File: config.mk
export PLATFORM = sky130hd
export DESIGN_NAME = config_registers
export DESIGN_NICKNAME = d
export VERILOG_FILES = /design/src/rtl/config_registers.sv
export SDC_FILE = /design/constraint.sdc
export NUM_CORES = 1
export LEC_CHECK = 0
export ABC_AREA = 1
export BUFFER_PORTS_ARGS = -buffer_cell sky130_fd_sc_hd__buf_2
export CORE_AREA = 2 2 193 195
export CTS_CLUSTER_DIAMETER = 50
export DETAILED_ROUTE_END_ITERATION = 8
export DIE_AREA = 0 0 195 197
export PLACE_DENSITY = 0.53
export SYNTH_ARGS = -nofsm -noshare
export SYNTH_HDL_FRONTEND = slang
export SYNTH_SLANG_ARGS = --single-unit
export TNS_END_PERCENT = 20
File: constraint.sdc
create_clock -name clk -period 2.1 [get_ports clk]
set_input_delay 0.21 -clock clk [delete_from_list [all_inputs] [get_ports clk]]
set_output_delay 0.21 -clock clk [all_outputs]
set_load 0.01 [all_outputs]
File: src/rtl/config_registers.sv
// config_registers: memory-mapped register bank with per-bit RW / W1C / RO classes.
// One request per cycle, registered response, per-word write strobe.

`ifndef WORD_W
`define WORD_W 32
`endif
`ifndef ADDR_W
`define ADDR_W 32
`endif
`ifndef MEM_COUNT_W
`define MEM_COUNT_W 3
`define MEM_COUNT_NONE 3'd0
`define MEM_COUNT_BYTE 3'd1
`define MEM_COUNT_HALF 3'd2
`define MEM_COUNT_WORD 3'd3
`endif
`ifndef MEM_CODE_W
`define MEM_CODE_W 3
`define MEM_CODE_NONE 3'd0
`define MEM_CODE_READ 3'd1
`define MEM_CODE_WRITE 3'd2
`define MEM_CODE_MISALIGNED 3'd3
`define MEM_CODE_INVALID 3'd4
`endif

module config_registers #(
  parameter int WORD_COUNT = 4,
  parameter logic [`ADDR_W-1:0] ADDR_START = '0,
  parameter logic [WORD_COUNT*`WORD_W-1:0] RW_MASK = '1,
  parameter logic [WORD_COUNT*`WORD_W-1:0] W1C_MASK = '0,
  parameter logic [WORD_COUNT*`WORD_W-1:0] RESET_VALUE = '0
) (
  input  logic                           clk,
  input  logic                           aresetn,
  input  logic [`ADDR_W-1:0]             i_req_addr,
  input  logic [`MEM_COUNT_W-1:0]        i_req_count,
  input  logic                           i_req_wr,
  input  logic [`WORD_W-1:0]             i_req_wr_data,
  input  logic [WORD_COUNT*`WORD_W-1:0]  i_hw_value,
  input  logic [WORD_COUNT*`WORD_W-1:0]  i_hw_set,
  output logic [`WORD_W-1:0]             o_res_rd_data,
  output logic [`MEM_CODE_W-1:0]         o_res_code,
  output logic [WORD_COUNT*`WORD_W-1:0]  o_registers,
  output logic [WORD_COUNT-1:0]          o_wr_strobe
);

  localparam int TOTAL_W = WORD_COUNT * `WORD_W;
  // W1C takes precedence, so the RW class excludes W1C bits.
  localparam logic [TOTAL_W-1:0] RW_ONLY    = RW_MASK & ~W1C_MASK;
  localparam logic [TOTAL_W-1:0] STORE_MASK = RW_MASK | W1C_MASK;
  localparam logic [TOTAL_W-1:0] RO_MASK    = ~STORE_MASK;

  logic [`ADDR_W-1:0]     idx_full;
  logic                   in_range;
  logic                   misaligned;
  logic [4:0]             lane_shift;
  logic [`WORD_W-1:0]     size_mask;
  logic [`WORD_W-1:0]     lane_mask;
  logic [`WORD_W-1:0]     wdata_sh;
  logic [`WORD_W-1:0]     view;
  logic [`MEM_CODE_W-1:0] code_next;
  logic [`WORD_W-1:0]     rd_next;
  logic                   is_write;
  wire  [TOTAL_W-1:0]     stored_all;
  wire  [WORD_COUNT-1:0]  strobe_next;

  // Decode the request: range, alignment, lane selection and response code.
  always_comb begin
    idx_full   = (i_req_addr - ADDR_START) >> 2;
    in_range   = (i_req_addr >= ADDR_START) && (idx_full < `ADDR_W'(WORD_COUNT));
    misaligned = 1'b0;
    lane_shift = 5'd0;
    size_mask  = '1;
    code_next  = `MEM_CODE_NONE;
    case (i_req_count)
      `MEM_COUNT_NONE: code_next = `MEM_CODE_NONE;
      `MEM_COUNT_BYTE: begin
        lane_shift = {i_req_addr[1:0], 3'b000};
        size_mask  = `WORD_W'(8'hFF);
      end
      `MEM_COUNT_HALF: begin
        lane_shift = {i_req_addr[1], 4'b0000};
        size_mask  = `WORD_W'(16'hFFFF);
        misaligned = i_req_addr[0];
      end
      `MEM_COUNT_WORD: misaligned = (i_req_addr[1:0] != 2'b00);
      default: code_next = `MEM_CODE_INVALID;
    endcase
    if (i_req_count == `MEM_COUNT_BYTE || i_req_count == `MEM_COUNT_HALF ||
        i_req_count == `MEM_COUNT_WORD) begin
      if (misaligned)
        code_next = `MEM_CODE_MISALIGNED;
      else if (!in_range)
        code_next = `MEM_CODE_INVALID;
      else
        code_next = i_req_wr ? `MEM_CODE_WRITE : `MEM_CODE_READ;
    end
    lane_mask = size_mask << lane_shift;
    wdata_sh  = (i_req_wr_data & size_mask) << lane_shift;
    is_write  = (code_next == `MEM_CODE_WRITE);
  end

  // Build the read view of the addressed word and extract the requested lane.
  always_comb begin
    view = '0;
    for (int k = 0; k < WORD_COUNT; k++) begin
      if (idx_full == `ADDR_W'(k))
        view = (stored_all[k*`WORD_W +: `WORD_W] & STORE_MASK[k*`WORD_W +: `WORD_W]) |
               (i_hw_value[k*`WORD_W +: `WORD_W] & RO_MASK[k*`WORD_W +: `WORD_W]);
    end
    rd_next = (code_next == `MEM_CODE_READ) ? ((view >> lane_shift) & size_mask) : '0;
  end

  generate
    for (genvar gi = 0; gi < WORD_COUNT; gi++) begin : g_word
      localparam logic [`WORD_W-1:0] RW_K    = RW_ONLY[gi*`WORD_W +: `WORD_W];
      localparam logic [`WORD_W-1:0] W1C_K   = W1C_MASK[gi*`WORD_W +: `WORD_W];
      localparam logic [`WORD_W-1:0] RESET_K = RESET_VALUE[gi*`WORD_W +: `WORD_W] & RW_K;
      logic               hit;
      logic [`WORD_W-1:0] word_reg;
      logic [`WORD_W-1:0] word_next;

      assign hit = is_write && (idx_full == `ADDR_W'(gi));

      // Merge the write lane, clear W1C bits written with 1, then apply hardware sets (set wins).
      always_comb begin
        word_next = word_reg;
        if (hit) begin
          word_next = (word_next & ~(lane_mask & RW_K)) | (wdata_sh & lane_mask & RW_K);
          word_next = word_next & ~(wdata_sh & lane_mask & W1C_K);
        end
        word_next = word_next | (i_hw_set[gi*`WORD_W +: `WORD_W] & W1C_K);
        word_next = word_next & (RW_K | W1C_K);
      end

      // Storage register; RO positions stay constant zero.
      always_ff @(posedge clk or negedge aresetn) begin
        if (!aresetn) word_reg <= RESET_K;
        else          word_reg <= word_next;
      end

      assign stored_all[gi*`WORD_W +: `WORD_W] = word_reg;
      assign strobe_next[gi] = hit;
    end
  endgenerate

  assign o_registers = stored_all;

  // Registered response path.
  always_ff @(posedge clk or negedge aresetn) begin
    if (!aresetn) begin
      o_res_rd_data <= '0;
      o_res_code    <= `MEM_CODE_NONE;
      o_wr_strobe   <= '0;
    end else begin
      o_res_rd_data <= rd_next;
      o_res_code    <= code_next;
      o_wr_strobe   <= strobe_next;
    end
  end

endmodule

==> metrics.csv, run 1 <==
metric,value,unit
status,completed,
drt first pass iters,5,
P per Cell Area,595,mW/mm2
yosys warns,0,
Switch Pwr,1940,uW
die height,197,um
Leakage Power,0.00602,uW
Cell variety after synth,29,
DP Wirelength,30000,um
Post-Place Cell Area,0.0111,mm2
fin crit share,0.825,
DR top layer,met4,
setup repair bufs after CTS,0,
IO buf count,236,
"CTS clk-pin slew, worst paths",0.07,ns
RD Place Congestion,0.879,
fmax,577,MHz
Setup Viol. Count Final,0,
first-pass GRT wire length,55400,um
M1 wire length,19000,um
Slew HR,0.614,
worst-case clock skew,0.0177,ns
core area,0.0363,mm2
"most common cell after layout, fill and taps aside",nand2_1,
largest net degree at the start of global routing,55,
max-slew violation count,0,
Cells after Synth,1077,
Wirelength per Cell,20.3,um
Switching Fraction,0.279,
# clock sinks,167,
TritonCTS clock tree,built,
Via density,4.71,
FP Rows,70,
worst-path fanout max,16,
I/O pins,493,
final WL,37700,um
MaxCap Viol Count,0,
unrepaired setup endpoints after global routing,no,
Met3 Wirelength,3540,um
sequential power share,0.463,
"commonest cells after routing, fill and taps aside","291 x nand2_1, 235 x buf_2, 167 x dfrtp_1",
placed insts,1826,
All-Layer GR Usage,0.197,
GRT overflow,0,
maximum VDD drop,0.538,mV
fin cells,1859,
ANT nets after route,0,
initial antenna violation count,0,
Final Critical Period,1.73,ns
H-tree level count,4,
mean cell area of the mapped netlist,7.97,um2
Starting Density,0.237,
via count,8753,
Layout Nets,1704,
Worst Path Arrival,2.05,ns
Power Internal,5020,uW
met2 wire length,14900,um
"Seq/Total Area, Yosys",0.487,
Yosys reg bits,167,
Setup crit start kind,primary input,
Gate power share,0.080,
Post-Syn Nets,1403,
HP Class,in2reg,
DRT iter0 DRCs,791,
# diodes,0,
Post-Syn Area,0.00858,mm2
worst-margin pin slew,0.578,ns
clock power share,0.457,
CTS Buf Count,17,
Setup Crit Path Kind,in2reg,
final hold vios,0,
die width,195,um
full die area,0.0384,mm2
Fillers,3869,
share of layout cells above drive strength 1,0.316,
residual DRC count,0,
vias in the first global route,8371,
Root Driver,clkbuf_16,
clk buf depth,2,
final instance area,0.0117,mm2
Clock Latency Late Sink,0.45,ns
WP data required,2.41,ns
Layout Area Growth over Synthesis,36.0,%
crit end category,register,
power by group through the flow:
stage          clock network (uW)  logic, uW  registers [uW]
6_report                     3180        556            3220
5_1_grt                      3380        608            3220
4_1_cts                      3230        560            3220
3_5_place_dp                    0        557            3280
3_3_place_gp                    0        554            3280
2_1_floorplan                   0        193            3280
cell type report:
class	count	area, um2	area share
Sequential cell	167	4180	0.358
Multi-Input combinational cell	759	3700	0.317
Timing Repair Buffer	345	2270	0.195
Tap cell	468	586	0.0502
Clock buffer	17	425	0.0364
Inverter	88	332	0.0284
Clock inverter	15	178	0.0152
final timing paths:
check / start / endpoint / slack [ns] / cells after the start
setup / recovery: i_req_addr[27] / register / 0.37 / 15
hold / removal: i_req_count[2] / o_res_code[2] / 0.02 / 3
setup reg to reg: register / o_res_rd_data[9] / 0.77 / 7
hold reg to reg: register / register / 0.51 / 2
max in group asynchronous: aresetn / asynchronous set/reset pin / 1.11 / 3
min in group asynchronous: aresetn / o_wr_strobe[0] / 0.31 / 2
per-layer routing:
layer	vias up	track usage
met4	0	0.0303
li1	4193	-
met1	4120	0.304
met2	422	0.272
met3	18	0.0563
met5	-	0
cell families (layout without fill, tap and decap cells):
| family | Yosys count | in the layout | share of synthesized area |
|---|---|---|---|
| AO/OA/AOI/OAI | 222 | 222 | 0.153 |
| AND/OR/NAND/NOR | 537 | 537 | 0.277 |
| flip-flops | 167 | 167 | 0.487 |
| buffers and inverters | 151 | 465 | 0.0834 |
synthesized netlist by cell type:
cell      instances  share of area
nand2_2           7         0.0051
nand2_4           7         0.0092
o21ai_1          44          0.026
inv_1            83          0.036
nand4_1          18          0.013
clkinv_2          1        0.00058
inv_2             3         0.0013
buf_6            13          0.017
buf_2            31          0.018
nand2_1         291           0.13
nor2_2            8         0.0058
nor2_4            3         0.0039
clkbuf_1         12         0.0052
buf_4             3         0.0026
nand4_4           1         0.0025
nor2_1           61          0.027
buf_1             4         0.0017
o21ai_0          60          0.035
clkinv_1          1        0.00044
o22ai_1           8         0.0058
a32oi_1           8         0.0082
dfrtp_1         167           0.49
a211oi_1          4         0.0035
a21oi_1          45          0.026
nor3_4            1         0.0019
o21ai_2          29          0.030
a22oi_1           8         0.0070
nand3_1         140          0.082
a31oi_1          16          0.012
stage by stage:
stage                     setup TNS [ns]  power [uW]   util  hold slack (ns)  setup WS (ns)
final                                  0        6950  0.322           0.0208          0.367
after floorplan                        0        3470      -          -0.0856          0.395
after detailed placement           -1.17        3840  0.305            0.231        -0.0751
after global placement             -1.75        3830  0.305            0.232        -0.0790
after global routing                   0        7210  0.322           0.0351          0.167
after CTS                              0        7010  0.322           0.0162          0.369
timing repair:
action,CTS,global route
setup endpoints to repair,0,0
resized for setup,0,0
hold buffers,1,0
hold endpoints to repair,47,0
critical path, cell delays in order:
cell and delay (ns):
buf_2 0.09, nor2_1 0.14, nand2_1 0.09, nor2_2 0.11
nand2_1 0.10, nor2_4 0.14, buf_12 0.14, nand2_4 0.07
clkinv_2 0.15, nand2_1 0.08, nor2_2 0.17, buf_4 0.20
nand2_4 0.16, nand2_1 0.13, o21ai_2 0.05
No activity file was read; power rests on OpenSTA's default activity.
==> run 2, diff against run 1 <==
--- a/config.mk
+++ b/config.mk
@@ -7,11 +7,11 @@
 export LEC_CHECK = 0
 export ABC_AREA = 1
 export BUFFER_PORTS_ARGS = -buffer_cell sky130_fd_sc_hd__buf_2
-export CORE_AREA = 2 2 193 195
+export CORE_AREA = 2 2 189 191
 export CTS_CLUSTER_DIAMETER = 50
 export DETAILED_ROUTE_END_ITERATION = 8
-export DIE_AREA = 0 0 195 197
-export PLACE_DENSITY = 0.53
+export DIE_AREA = 0 0 191 193
+export PLACE_DENSITY = 0.55
 export SYNTH_ARGS = -nofsm -noshare
 export SYNTH_HDL_FRONTEND = slang
 export SYNTH_SLANG_ARGS = --single-unit
==> constraint.sdc (replaced) <==
create_clock -name clk -period 1.6 [get_ports clk]
set_input_delay 0.16 -clock clk [delete_from_list [all_inputs] [get_ports clk]]
set_output_delay 0.16 -clock clk [all_outputs]
set_load 0.01 [all_outputs]
==> run 2 against run 1 <==
  * Sequential power is 31% higher
  * Cell count is 2.3% higher
  * Die area is 4.0% lower
  * Critical path depth stayed put
  * Critical path type unchanged
  * Highest routed layer unchanged
==> metrics.csv, run 2 (synthesized netlist as in run 1, its figures left out) <==
metric,value,unit,change
Setup Viol. Count Final,0,,unchanged
Final Critical Period,1.58,ns,
initial antenna violation count,0,,unchanged
Starting Density,0.245,,+0.00877
CTS Buf Count,17,,unchanged
Clock Latency Late Sink,0.45,ns,about the same
full die area,0.0369,mm2,-4.0%
setup_tns,0,ns,unchanged
fmax,633,MHz,
slack of the critical path,0.0206,ns,-0.347 ns
# clock sinks,167,,unchanged
"most common cell after layout, fill and taps aside",nand2_1,,
IO buf count,236,,unchanged
H-tree level count,4,,unchanged
clk buf depth,2,,unchanged
Power Internal,6820,uW,+36%
Worst Hold Slack,0.0413,ns,+0.0204 ns
register area,0.00418,mm2,unchanged
drt first pass iters,7,,+2
hold depth,3,,unchanged
Via density,4.81,,+2.2%
via count,9153,,+4.6%
ANT nets after route,0,,unchanged
Wirelength per Cell,20.5,um,+1.3%
area taken by multi-input logic gates,0.00405,mm2,+9.3%
vias in the first global route,8650,,+3.3%
All-Layer GR Usage,0.207,,+0.00967
status,completed,,
Worst Path Arrival,1.94,ns,-0.11 ns
worst-path fanout max,6,,-10
MaxCap Viol Count,0,,unchanged
Setup Crit Path Kind,in2reg,,
Levels on crit path,15,,unchanged
Gate power share,0.091,,+0.011
FP Rows,69,,-1.4%
core area,0.0350,mm2,-3.6%
Leakage Power,0.00641,uW,+6.6%
DRT iter0 DRCs,832,,+5.2%
GRT overflow,0,,unchanged
P per Cell Area,753,mW/mm2,+26%
Critical Path Max Stage Delay,0.17,ns,-0.03 ns
Tot Pwr,9490,uW,+37%
clock power share,0.464,,+0.007
"CTS clk-pin slew, worst paths",0.07,ns,about the same
die width,191,um,-2.1%
Layout Nets,1753,,+2.9%
max-slew violation count,0,,unchanged
Switch Pwr,2670,uW,+38%
RD Place Congestion,0.904,,+2.8%
critical path's slowest cell,buf_4,,
first-pass GRT wire length,55600,um,+0.31%
crit end category,register,,
critical path's top delay family,simple AND/OR/NAND/NOR gates,,
Layout Area Growth over Synthesis,46.8,%,
"Buf+Inv Stages, Crit Path",4,,unchanged
DP Wirelength,30400,um,+1.1%
HP Class,in2reg,,
unrepaired setup endpoints after global routing,yes,,
Post-Place Cell Area,0.0114,mm2,+3.1%
share of layout cells above drive strength 1,0.388,,+0.0719
Fillers,3656,,-5.5%
WP data required,1.96,ns,-0.45 ns
fin crit share,0.987,,
"commonest cells after routing, fill and taps aside","254 x nand2_1, 224 x buf_2, 167 x dfrtp_1",,
Root Driver,clkbuf_16,,
worst-margin pin slew,0.480,ns,-0.0989 ns
Switching Fraction,0.281,,+0.00247
die height,193,um,-2.0%
worst-case clock skew,0.0145,ns,-0.00315 ns
DP Worst Slack,-0.565,ns,-0.489 ns
CP most frequent cell,nand2_2,,
final hold vios,0,,unchanged
final WL,39100,um,+3.7%
worst reg2reg path depth,8,,+1
sequential power share,0.445,,-0.018
residual DRC count,0,,unchanged
largest net degree at the start of global routing,44,,-20%
final instance area,0.0126,mm2,+7.9%
CP cell instances,buf_2 -> nor2_2 -> nand2_2 -> nor2_2 -> nand2_2 -> nor2_4 -> buf_4 -> nand2_4 -> buf_12 -> nor2_4 -> buf_4 -> nand2_1 -> nand3_2 -> nand2_2 -> a21oi_2,,
I/O pins,493,,unchanged
Setup crit start kind,primary input,,
maximum VDD drop,0.714,mV,+33%
TritonCTS clock tree,built,,
Slew HR,0.679,,+0.0648
-- run 2: cell count changes in the layout (fill, tap and decap cells not counted), moves of 11 or more --
| cell | change |
|---|---|
| nand2_2 | +32 |
| buf_2 | -11 |
| buf_6 | +19 |
| nor2_4 | +15 |
| nand2_1 | -37 |
| nor2_1 | -18 |
| buf_4 | +30 |
-- run 2: final timing paths --
path                       slack (ns)                         end      startpoint
setup / recovery                 0.02            o_res_rd_data[0]  i_req_addr[11]
hold / removal                   0.04               o_res_code[1]        i_req_wr
setup reg to reg                 0.30            o_res_rd_data[1]        register
hold reg to reg                  0.52                    register        register
max in group asynchronous        0.75  asynchronous set/reset pin         aresetn
min in group asynchronous        0.19  asynchronous set/reset pin         aresetn
-- run 2: power by group through the flow --
stage               combinational (uW)  sequential (uW)  clock (uW)
floorplan                          258             4310           0
global placement                   806             4300           0
detailed placement                 809             4300           0
CTS                                820             4220        4450
global route                       937             4220        4600
finish                             868             4220        4400
-- run 2: what timing repair did --
item / CTS / global route
pin swaps: 1 / 16
resized for setup: 11 / 97
hold buffers: 2 / 0
setup buffers: 1 / 6
endpoints found under the setup margin: 11 / 151
cloned: 0 / 4
endpoints found under the hold margin: 132 / 0
-- run 2: through the flow --
stage,std cells,util
detailed placement,1856,0.326
finish,1902,0.360
floorplan,1077,-
CTS,1891,0.346
global route,1901,0.360
global placement,1856,0.326
-- run 2: metal layers --
metal  wire length, um  global-route usage
met5                 0                   0
met2             15300               0.280
met1             19000               0.313
met3              3740              0.0565
met4               984              0.0620
-- run 2: final cells by class --
type                    instances  area share
diodes                          1    0.000199
clock buffers                  17      0.0338
clock inverters                15      0.0155
inverters                      88      0.0272
multi-input cells             761       0.321
flip-flops and latches        167       0.332
well taps                     461      0.0458
repair buffers                392       0.225
-- run 2: worst reg2reg max path, delay by kind of cell, from the launching register on --
kind / cells / cell delay (ns)
buffers and inverters: 1 / 0.06
DFF: 1 / 0.43
and+or+nand+nor: 7 / 0.69
==> run 3, diff against run 2 <==
--- a/config.mk
+++ b/config.mk
@@ -11,7 +11,6 @@
 export CTS_CLUSTER_DIAMETER = 50
 export DETAILED_ROUTE_END_ITERATION = 8
 export DIE_AREA = 0 0 191 193
-export PLACE_DENSITY = 0.55
 export SYNTH_ARGS = -nofsm -noshare
 export SYNTH_HDL_FRONTEND = slang
 export SYNTH_SLANG_ARGS = --single-unit
==> run 3 against run 2 <==
  * Register-to-register slack barely moved
  * Design area shrank 3.8%
  * Critical path depth did not move
  * Via count fell by 0.96%
  * First-iteration DRC count up 13%
  * Setup slack improved by 0.039 ns
  * Clock power decreased by 4%
  * Power fell by 2.7%
  * Cell count decreased by 1.1%
  * Die area unchanged
  * Wire length down 1.0%
  * Sequential power about the same
  * Critical path type unchanged
==> metrics.csv, run 3 (synthesized netlist as in run 1, its figures left out) <==
metric,value,unit,change
status,completed,,
full die area,0.0369,mm2,unchanged
IO buf count,236,,unchanged
die height,193,um,unchanged
Setup Viol. Count Final,0,,unchanged
final WL,38700,um,-1.0%
worst-path fanout max,16,,+10
"CTS clk-pin slew, worst paths",0.07,ns,about the same
FP Rows,69,,unchanged
DR top layer,met4,,
RD Place Congestion,0.906,,+0.22%
DP Wirelength,30900,um,+1.6%
WP data required,1.91,ns,-0.05 ns
TritonCTS clock tree,built,,
All-Layer GR Usage,0.206,,about the same
largest net degree at the start of global routing,44,,unchanged
final hold vios,0,,unchanged
maximum VDD drop,0.727,mV,+1.9%
GRT overflow,0,,unchanged
Worst Path Arrival,1.85,ns,-0.09 ns
I/O pins,493,,unchanged
first-pass GRT wire length,55600,um,about the same
Worst Hold Slack,0.0233,ns,-0.0179 ns
"commonest cells after routing, fill and taps aside","282 x nand2_1, 235 x buf_2, 167 x dfrtp_1",,
drt first pass iters,5,,-2
Slew HR,0.562,,-0.117
worst-margin pin slew,0.657,ns,+0.177 ns
Layout Area Growth over Synthesis,41.2,%,
fmax,649,MHz,+2.6%
vias in the first global route,8566,,-0.97%
Layout Nets,1734,,-1.1%
critical path's slowest cell,nor2_2,,
crit end category,register,,
worst-case clock skew,0.0144,ns,-0.000116 ns
DRT iter0 DRCs,941,,+13%
# clock sinks,167,,unchanged
Critical Path Max Stage Delay,0.19,ns,+0.02 ns
die width,191,um,unchanged
# diodes,0,,-1
core area,0.0350,mm2,unchanged
"most common cell after layout, fill and taps aside",nand2_1,,
Wirelength per Cell,20.5,um,about the same
final instance area,0.0121,mm2,-3.8%
Root Driver,clkbuf_16,,
Leakage Power,0.00622,uW,-3.0%
M1 wire length,17900,um,-6.2%
MaxCap Viol Count,0,,unchanged
CTS Buf Count,17,,unchanged
share of layout cells above drive strength 1,0.353,,-0.0356
met2 wire length,15000,um,-2.0%
unrepaired setup endpoints after global routing,yes,,
CP cell instances,buf_2 -> nor2_2 -> nand2_1 -> nor2_1 -> nand2_2 -> nor2_4 -> buf_12 -> nand2_4 -> clkinv_4 -> nand2_2 -> nor2_2 -> buf_6 -> nand2_8 -> nand2_1 -> o21ai_2,,
DP Worst Slack,-0.461,ns,+0.104 ns
Setup Crit Path Kind,in2reg,,
fin crit share,0.963,,-0.0246
Post-Place Cell Area,0.0113,mm2,-1.2%
Met3 Wirelength,4910,um,+31%
slack of the critical path,0.0599,ns,+0.0393 ns
H-tree level count,4,,unchanged
Fillers,3672,,+0.44%
Via density,4.82,,about the same
max-slew violation count,0,,unchanged
via count,9065,,-0.96%
clk buf depth,2,,unchanged
Clock Latency Late Sink,0.44,ns,about the same
HP Class,in2reg,,
Tot Pwr,9230,uW,-2.7%
Setup crit start kind,primary input,,
Final Critical Period,1.54,ns,-0.0393 ns
P per Cell Area,761,mW/mm2,+1.1%
initial antenna violation count,1,,+1
ANT nets after route,0,,unchanged
Starting Density,0.245,,unchanged
residual DRC count,0,,unchanged
==> run 3: critical path: cells and delay by family <==
family	cells	cell delay, ns
AOI/OAI and AO/OA	1	0.05
buffers and inverters	4	0.54
and+or+nand+nor	10	1.07
==> run 3: path summary, 6_finish.rpt <==
check / from / to / cells after the start / slack (ns)
max: i_req_addr[11] / register / 15 / 0.06
min: i_req_wr / o_res_code[1] / 3 / 0.02
max reg2reg: register / o_res_rd_data[9] / 6 / 0.30
min reg2reg: register / register / 2 / 0.52
max in group asynchronous: aresetn / asynchronous set/reset pin / 3 / 0.72
min in group asynchronous: aresetn / o_wr_strobe[0] / 2 / 0.18
==> run 3: repair_timing <==
action | CTS | global route
gates resized for setup | 0 | 39
setup buffers | 0 | 3
hold buffers | 1 | 0
cloned | 0 | 2
hold endpoints to repair | 122 | 0
endpoints found under the setup margin | 1 | 143
pin swaps | 0 | 7
==> run 3: power breakdown <==
part / leakage (uW) / internal [uW] / switching (uW)
Combinational: 0.00360 / 284 / 509
Clock: 0.000294 / 2120 / 2100
Sequential: 0.00233 / 4220 / 0.967
Total: 0.00622 / 6620 / 2610
==> run 3: layer usage <==
layer  track usage  vias to the layer above
met3        0.0755                       44
met4        0.0605                        0
met5             0                        -
met1         0.309                     4234
li1              -                     4261
met2         0.272                      526
==> run 3: layout make-up <==
type	instances	area, um2	share of cell area
Sequential cell	167	4180	0.345
Multi-Input combinational cell	759	3880	0.320
Timing Repair Buffer	375	2540	0.210
Tap cell	461	577	0.0476
Clock buffer	17	425	0.0351
Inverter	88	335	0.0277
Clock inverter	15	179	0.0148
==> run 3: stage by stage <==
step	utilization	TNS, ns	std cells
after floorplan	-	-0.104	1077
after global placement	0.322	-52.11	1844
after detailed placement	0.322	-54.50	1844
after CTS	0.340	-0.00753	1877
after global routing	0.347	-1.70	1882
final	0.347	0	1882
